<file path="src/rtl/tea_pkg.sv">
// Shared definitions for the TEA frame loader and the encrypt core.
//   state_t   : loader FSM states (CHK is only reachable when the
//               TEA_LOADER_CHECKSUM_EN macro is defined)
//   HDR_*     : default frame header bytes
//   KEY_BYTES : key payload length in bytes
//   BLK_BYTES : plaintext block payload length in bytes
//   DELTA     : TEA key schedule constant, shared with the encrypt core
package tea_pkg;

  typedef enum logic [2:0] {
    ST_IDLE   = 3'd0,
    ST_KEY    = 3'd1,
    ST_DATA   = 3'd2,
    ST_CHK    = 3'd3,
    ST_LAUNCH = 3'd4
  } state_t;

  localparam logic [7:0]  HDR_KEY_DEFAULT  = 8'hA5;
  localparam logic [7:0]  HDR_DATA_DEFAULT = 8'h5A;
  localparam int          KEY_BYTES        = 16;
  localparam int          BLK_BYTES        = 8;
  localparam logic [31:0] DELTA            = 32'h9E37_79B9;

endpackage

</file>
<file path="src/rtl/tea_byte_shifter.sv">
// MSB-first byte shift register with a wrapping byte counter.
// Ports:
//   clk     : clock
//   reset   : synchronous active-high, clears the byte counter only
//   i_load  : shift i_byte in at the LSB end and advance the counter
//   i_byte  : byte to shift in
//   o_data  : assembled NBYTES-byte word, first byte loaded in the MSBs
//   o_last  : counter points at the final byte of the word
module tea_byte_shifter #(
  parameter int NBYTES = 8
) (
  input  logic                  clk,
  input  logic                  reset,
  input  logic                  i_load,
  input  logic [7:0]            i_byte,
  output logic [NBYTES*8-1:0]   o_data,
  output logic                  o_last
);

  localparam int CNT_W = $clog2(NBYTES);

  logic [NBYTES*8-1:0] r_data;
  logic [CNT_W-1:0]    r_count;

  // Payload storage carries no reset; stale contents are never committed.
  always_ff @(posedge clk) begin
    if (i_load) r_data <= {r_data[NBYTES*8-9:0], i_byte};
  end

  // Counter wraps after the final byte so the next frame starts at zero.
  always_ff @(posedge clk) begin
    if (reset) begin
      r_count <= '0;
    end else if (i_load) begin
      r_count <= o_last ? '0 : r_count + CNT_W'(1);
    end
  end

  assign o_data = r_data;
  assign o_last = (r_count == CNT_W'(NBYTES - 1));

endmodule

</file>
<file path="src/rtl/tea_frame_loader.sv">
// Byte-stream front end for the TEA encrypt core. Assembles a 128-bit key
// and a 64-bit plaintext block from framed bytes, then raises start and
// holds it until the core reports enc_done. The key persists across frames.
// Optional feature macro: TEA_LOADER_CHECKSUM_EN adds a trailing XOR
// checksum byte (header ^ payload) that must match for the frame to commit.
// Ports:
//   clk, reset        : clock, synchronous active-high reset
//   s_data/s_valid    : input byte stream
//   s_ready           : byte accepted when s_valid && s_ready
//   key               : {k0,k1,k2,k3}, k0 in [127:96]
//   v0, v1            : plaintext words
//   start             : held high from launch until enc_done is sampled
//   enc_done          : encrypt core completion
//   key_valid         : a key has been committed since reset
//   frame_err         : one-cycle pulse on a rejected frame
module tea_frame_loader
  import tea_pkg::*;
#(
  parameter logic [7:0] HDR_KEY  = HDR_KEY_DEFAULT,
  parameter logic [7:0] HDR_DATA = HDR_DATA_DEFAULT
) (
  input  logic         clk,
  input  logic         reset,
  input  logic [7:0]   s_data,
  input  logic         s_valid,
  output logic         s_ready,
  output logic [127:0] key,
  output logic [31:0]  v0,
  output logic [31:0]  v1,
  output logic         start,
  input  logic         enc_done,
  output logic         key_valid,
  output logic         frame_err
);

  state_t         r_state;
  logic           r_ready;
  logic           r_start;
  logic           r_key_valid;
  logic           r_frame_err;
  logic           r_is_key;
  logic [127:0]   r_key;
  logic [31:0]    r_v0;
  logic [31:0]    r_v1;

  logic           w_acc;
  logic           w_key_last;
  logic           w_blk_last;
  logic [127:0]   w_key_shadow;
  logic [63:0]    w_blk_shadow;
  logic [63:0]    w_blk_commit;

  assign w_acc = s_valid && r_ready;

  tea_byte_shifter #(.NBYTES(KEY_BYTES)) u_key_shift (
    .clk    (clk),
    .reset  (reset),
    .i_load (w_acc && (r_state == ST_KEY)),
    .i_byte (s_data),
    .o_data (w_key_shadow),
    .o_last (w_key_last)
  );

  tea_byte_shifter #(.NBYTES(BLK_BYTES)) u_blk_shift (
    .clk    (clk),
    .reset  (reset),
    .i_load (w_acc && (r_state == ST_DATA)),
    .i_byte (s_data),
    .o_data (w_blk_shadow),
    .o_last (w_blk_last)
  );

`ifdef TEA_LOADER_CHECKSUM_EN
  logic [7:0] r_csum;

  // Running XOR seeded by the header; the block is complete by CHK.
  always_ff @(posedge clk) begin
    if (w_acc) r_csum <= (r_state == ST_IDLE) ? s_data : (r_csum ^ s_data);
  end

  assign w_blk_commit = w_blk_shadow;
`else
  // Commit happens on the edge that accepts the last block byte, so the
  // byte on the bus is merged with the seven already shifted in.
  assign w_blk_commit = {w_blk_shadow[55:0], s_data};
`endif

  always_ff @(posedge clk) begin
    if (reset) begin
      r_state     <= ST_IDLE;
      r_ready     <= 1'b0;
      r_start     <= 1'b0;
      r_key_valid <= 1'b0;
      r_frame_err <= 1'b0;
      r_is_key    <= 1'b0;
      r_key       <= '0;
      r_v0        <= '0;
      r_v1        <= '0;
    end else begin
      r_frame_err <= 1'b0;
      case (r_state)
        ST_IDLE: begin
          r_ready <= 1'b1;
          if (w_acc) begin
            if (s_data == HDR_KEY) begin
              r_is_key <= 1'b1;
              r_state  <= ST_KEY;
            end else if ((s_data == HDR_DATA) && r_key_valid) begin
              r_is_key <= 1'b0;
              r_state  <= ST_DATA;
            end else begin
              r_frame_err <= 1'b1;
            end
          end
        end
        ST_KEY: begin
          if (w_acc && w_key_last) r_state <= ST_DATA;
        end
        ST_DATA: begin
          if (w_acc && w_blk_last) begin
`ifdef TEA_LOADER_CHECKSUM_EN
            r_state <= ST_CHK;
`else
            r_v0    <= w_blk_commit[63:32];
            r_v1    <= w_blk_commit[31:0];
            if (r_is_key) begin
              r_key       <= w_key_shadow;
              r_key_valid <= 1'b1;
            end
            r_start <= 1'b1;
            r_ready <= 1'b0;
            r_state <= ST_LAUNCH;
`endif
          end
        end
`ifdef TEA_LOADER_CHECKSUM_EN
        ST_CHK: begin
          if (w_acc) begin
            if (s_data == r_csum) begin
              r_v0    <= w_blk_commit[63:32];
              r_v1    <= w_blk_commit[31:0];
              if (r_is_key) begin
                r_key       <= w_key_shadow;
                r_key_valid <= 1'b1;
              end
              r_start <= 1'b1;
              r_ready <= 1'b0;
              r_state <= ST_LAUNCH;
            end else begin
              r_frame_err <= 1'b1;
              r_state     <= ST_IDLE;
            end
          end
        end
`endif
        ST_LAUNCH: begin
          // s_ready reopens together with start falling.
          if (enc_done) begin
            r_start <= 1'b0;
            r_ready <= 1'b1;
            r_state <= ST_IDLE;
          end
        end
        default: begin
          r_ready <= 1'b1;
          r_state <= ST_IDLE;
        end
      endcase
    end
  end

  assign s_ready   = r_ready;
  assign key       = r_key;
  assign v0        = r_v0;
  assign v1        = r_v1;
  assign start     = r_start;
  assign key_valid = r_key_valid;
  assign frame_err = r_frame_err;

endmodule
</file>
<file path="config.mk">
export PLATFORM = sky130hd
export DESIGN_NAME = tea_frame_loader
export DESIGN_NICKNAME = d
export VERILOG_FILES = /design/src/rtl/tea_pkg.sv /design/src/rtl/tea_byte_shifter.sv /design/src/rtl/tea_frame_loader.sv
export SDC_FILE = /design/constraint.sdc
export NUM_CORES = 1
export LEC_CHECK = 0
export ABC_AREA = 0
export CAP_MARGIN = 40
export CORE_MARGIN = 2
export CORE_UTILIZATION = 58
export DETAILED_ROUTE_END_ITERATION = 6
export GPL_ROUTABILITY_DRIVEN = 1
export GPL_TIMING_DRIVEN = 1
export PLACE_DENSITY = 0.82
export SLEW_MARGIN = 25
export SYNTH_ARGS = -nofsm -noshare
export SYNTH_HDL_FRONTEND = slang
export SYNTH_HIERARCHICAL = 1
export SYNTH_SLANG_ARGS = --single-unit
</file>
<file path="constraint.sdc">
create_clock -name clk -period 33.8 [get_ports clk]
set_input_delay 3.38 -clock clk [delete_from_list [all_inputs] [get_ports clk]]
set_output_delay 3.38 -clock clk [all_outputs]
set_load 0.01 [all_outputs]
</file>
# ---- Yosys cells after proc, flatten, opt, wreduce, memory -nomap -nowiden
# Index checks and enable logic that the tools add are counted.
dict set report op_classes {
  addsub 2
  eq_ne 12
  muxes 18
  bitwise_logic 3
  reduce_logical 16
}
# cell n
set op_table {}
lappend op_table {{3-bit two-way mux} 7}
lappend op_table {{3-bit one-hot mux with 4 select lines} 1}
lappend op_table {{3-bit AND reduction} 4}
lappend op_table {{8-bit by 7-bit equality test with 1-bit output, second input constant} 1}
lappend op_table {{8-bit equality test, second input constant} 1}
lappend op_table {{1-bit two-way mux} 7}
lappend op_table {{3-bit equality test, second input constant} 2}
lappend op_table {{1-bit logical AND} 6}
lappend op_table {{5-bit AND reduction} 1}
lappend op_table {{4-bit by 1-bit adder with 4-bit output, second input constant} 1}
lappend op_table {{4-bit equality test, second input constant} 1}
lappend op_table {{4-bit two-way mux} 1}
lappend op_table {{2-bit by 1-bit inequality test with 1-bit output, second input constant} 2}
lappend op_table {{2-bit inequality test, second input constant} 2}
lappend op_table {{2-bit nonzero test} 2}
lappend op_table {{4-bit OR reduction} 1}
lappend op_table {{3-bit by 1-bit adder with 3-bit output, second input constant} 1}
lappend op_table {{3-bit by 1-bit equality test with 1-bit output, second input constant} 1}
lappend op_table {{3-bit by 2-bit equality test with 1-bit output, second input constant} 1}
lappend op_table {{3-bit zero test} 1}
lappend op_table {{3-bit inequality test, second input constant} 1}
lappend op_table {{1-bit NOT} 3}
lappend op_table {{1-bit one-hot mux with 3 select lines} 1}
lappend op_table {{1-bit one-hot mux with 2 select lines} 1}
lappend op_table {{2-bit AND reduction} 1}
dict set report totals {
  register_bits 391
  input_bits 12
  output_inout_bits 196
}

# ---- Longest topological paths before layout
dict set report logic_depth {
  depth_word 6
  depth_mapped 8
  depth_no_buf 5
}

# ---- Hierarchy
# Netlist, hierarchy kept.
# module n_inst cells_each area_each_um2
set modules_own_cells {}
lappend modules_own_cells {tea_frame_loader 1 942 8563.2}
lappend modules_own_cells {{tea_byte_shifter at u_key_shift} 1 147 4020.1}
lappend modules_own_cells {{tea_byte_shifter at u_blk_shift} 1 77 2063.2}

# ---- Worst setup path after synthesis
# OpenSTA, ideal clock, no wires.
dict set report synth_timing {
  kind {input-to-reg}
  startpoint {input port s_valid}
  endpoint {register u_key_shift.r_count[3]}
  setup_ns 0.115
  arrival_ns 13.682
  t_required_ns 33.685
  slack_ns 20.003
  path_stages 4
  path_buffers 0
  cell_sequence {nand2_1 nor3_1 a41oi_1 nor3_1}
}
dict set report synth_via {
  elab_chain_cells 2
}
# element line
set synth_rtl {}
lappend synth_rtl {{start: declaration} tea_frame_loader.sv:25} ;# input logic s_valid,
lappend synth_rtl {{1-bit logical AND} tea_frame_loader.sv:53} ;# assign w_acc = s_valid && r_ready;
lappend synth_rtl {{1-bit logical AND} tea_frame_loader.sv:58} ;# .i_load (w_acc && (r_state == ST_KEY)),
lappend synth_rtl {{end signal: assignment} tea_byte_shifter.sv:35} ;# r_count <= o_last ? '0 : r_count + CNT_W'(1);
lappend synth_rtl {{end: declaration} tea_byte_shifter.sv:23} ;# logic [CNT_W-1:0] r_count;
# No other way between the ends.
# A chain may end at the register's enable or synchronous reset.

# ---- Final worst setup path
# Ends and elaborated chain as after synthesis.

==> results.py <==
metrics = {
    "outcome": {
        "status": "completed",
    },
    "floorplanning": {
        "io_pins": 208,
        "initial_utilization": 0.5924,
        "core_area_um2": 24320,
        "rows": 57,
        "fp.dieW_um": 161.6,
        "fp.dieArea_um2": 26110,
        "die_y_um": 161.6,
    },
    "pwr": {
        "clkPwrFrac": 0.449,
        "seq_power_share": 0.538,
        "combPwrFrac": 0.013,
        "leakagePower_nw": 5.523,
        "swShare": 0.1965,
        "power_density_nw_per_um2": 51.31,
        "p_int_mw": 0.7341,
        "vdd_drop_max_mv": 0.03289,
        "power.switching_mw": 0.1795,
        "power_mw": 0.9136,
    },
    "route": {
        "dr_total_vias": 10319,
        "avgViaCountPerCell": 6.250,
        "drt_iter0_markers": 1273,
        "drtAntennaViolNets": 0,
        "first_pass_iters": 5,
        "drc_errors": 0,
        "drt_wl_total_mm": 34.52,
        "routedWlPerCell_um": 20.91,
    },
    "worst_setup_path": {
        "cp.arrival_ns": 6.17,
        "crit_required_ns": 34.23,
        "cp-start-kind": "input pin",
        "crit_path_end_kind": "flip-flop",
        "crit_type": "input pin to flip-flop",
        "crit_fanout": 85,
    },
    "sta": {
        "fin_crit_ns": 5.741,
        "period_share": 0.1698,
        "hold-worst-slack_ns": 0.4343,
        "max_freq_mhz": 174.2,
        "fin_setup_tns_ns": 0,
        "maxSlewViolCount": 0,
        "hold_violations": 0,
        "fin_skew_ns": 0.01702,
        "worst_slew_pin_slew_ns": 0.9252,
        "rsz0062_at_grt": "false",
        "setup_violations": 0,
        "max-slew-margin-rel": 0.3832,
    },
    "global_route": {
        "grt_antenna_before_repair": 0,
        "grt_start_max_net_pins": 194,
        "grt_overflow": 0,
        "grt_pass1_wl_mm": 53.39,
        "grt_pass1_vias": 9980,
        "track_usage": 0.2543,
    },
    "cts": {
        "h-tree-depth": 2,
        "clk_pin_slew_ns": 0.06,
        "cts_tree": "done",
        "post_cts_resized": 0,
        "clkSinkCount": 391,
        "cts_buffers": 38,
        "hold_buffers": 0,
        "clock_path_buffers": 3,
        "clockRootBuffer": "clkbuf_16",
        "cts_setup_buffers": 0,
        "clkLatencyLatePin_ns": 0.52,
    },
    "synth": {
        "syn_area_per_cell_um2": 12.44,
        "synthCells": 1158,
        "synth_fp_nets": 1173,
        "syn_area_um2": 14410,
        "ys_warn_count": 6,
    },
    "layout": {
        "drive_gt1_frac": 0.1191,
        "area_growth_pct": 23.59,
        "final_area_um2": 17800,
        "antenna_cells": 0,
        "final_nets": 1313,
        "fillers": 1596,
    },
    "min_path": {
        "hold_class": "flip-flop to flip-flop",
    },
    "placement": {
        "port_buffers": 207,
        "dp_hpwl_mm": 18.90,
        "place_congestion": 0.7913,
        "postPlaceCellArea_um2": 16560,
    },
    "flow_run": {
        "cap_violations": 0,
    },
}
-- layout by cell type, fill, tap and decap left out, types with 4 or more instances in the layout --
cell             instances
a21oi_1                 68
a311oi_1               128
a31o_1                  55
a31o_2                  73
buf_12                   4
buf_4                    9
clkbuf_1                10
clkbuf_16               41
clkbuf_8                 5
clkdlybuf4s50_1        206
clkinv_1                 4
clkinv_2                 7
dfxtp_1                206
edfxtp_1               184
inv_1                  128
nand2_1                  5
nand2b_1                 5
nand3_1                 66
nor2_1                   5
o21ai_0                 63
-- layout make-up --
cell class              count  area, µm²  area share
flip-flops and latches    391       9673      0.5433
multi-input cells         514       3705      0.2081
repair buffers            224       2315      0.1300
clock buffers              56       1132     0.06360
inverters                 129      486.7     0.02734
well taps                 324      405.4     0.02277
clock inverters            13      87.58    0.004919
-- path summary, 6_finish.rpt --
path	from	endpoint	slack [ns]	depth (start not counted)
worst max-delay path	s_valid	u_key_shift/r_count[3]	28.06	7
worst min-delay path	u_blk_shift/o_data[14]	u_blk_shift/o_data[22]	0.43	0
worst max register to register	u_blk_shift/r_count[0]	key[95]	30.86	7
worst min register to register	u_blk_shift/o_data[14]	u_blk_shift/o_data[22]	0.43	0
-- layer usage --
| metal | track usage | share of wire | vias to the layer above |
|---|---|---|---|
| li1 | - | - | 4650 |
| met1 | 0.3619 | 0.42 | 5179 |
| met2 | 0.4033 | 0.49 | 435 |
| met3 | 0.04160 | 0.071 | 55 |
| met4 | 0.08076 | 0.022 | 0 |
| met5 | 0 | 0 | - |
-- state kept, by name, indices dropped and copies added (netlist names) --
| signal | count |
|---|---|
| key | 128 |
| u_key_shift/o_data | 128 |
| u_blk_shift/o_data | 56 |
| v0 | 32 |
| v1 | 32 |
| u_key_shift/r_count | 4 |
| r_state | 3 |
| u_blk_shift/r_count | 3 |
| frame_err | 1 |
| key_valid | 1 |
| r_is_key | 1 |
| s_ready | 1 |
| start | 1 |
-- power groups by stage --
stage          logic [mW]  clock network (mW)  registers (mW)
4_1_cts            0.0111               0.417           0.492
6_report           0.0115               0.410           0.492
3_3_place_gp       0.0109                   0           0.502
2_1_floorplan     0.00621                   0           0.502
5_1_grt            0.0123               0.436           0.491
3_5_place_dp       0.0111                   0           0.502
-- through the flow --
step	worst slack [ns]	util	instances
finish	28.06	0.7321	1651
global route	27.82	0.7321	1651
CTS	28.08	0.7313	1650
detailed placement	27.55	0.6811	1581
global placement	27.09	0.6756	1576
floorplan	20.00	-	1158
-- critical path, cell delays in order --
cell             delay, ns
clkdlybuf4s50_1       0.58
nand2_1               0.23
nor3_2                0.20
buf_4                 0.56
buf_6                 0.70
a41oi_1               0.21
nor3_1                0.23
Power figures use the tool's default switching activity.
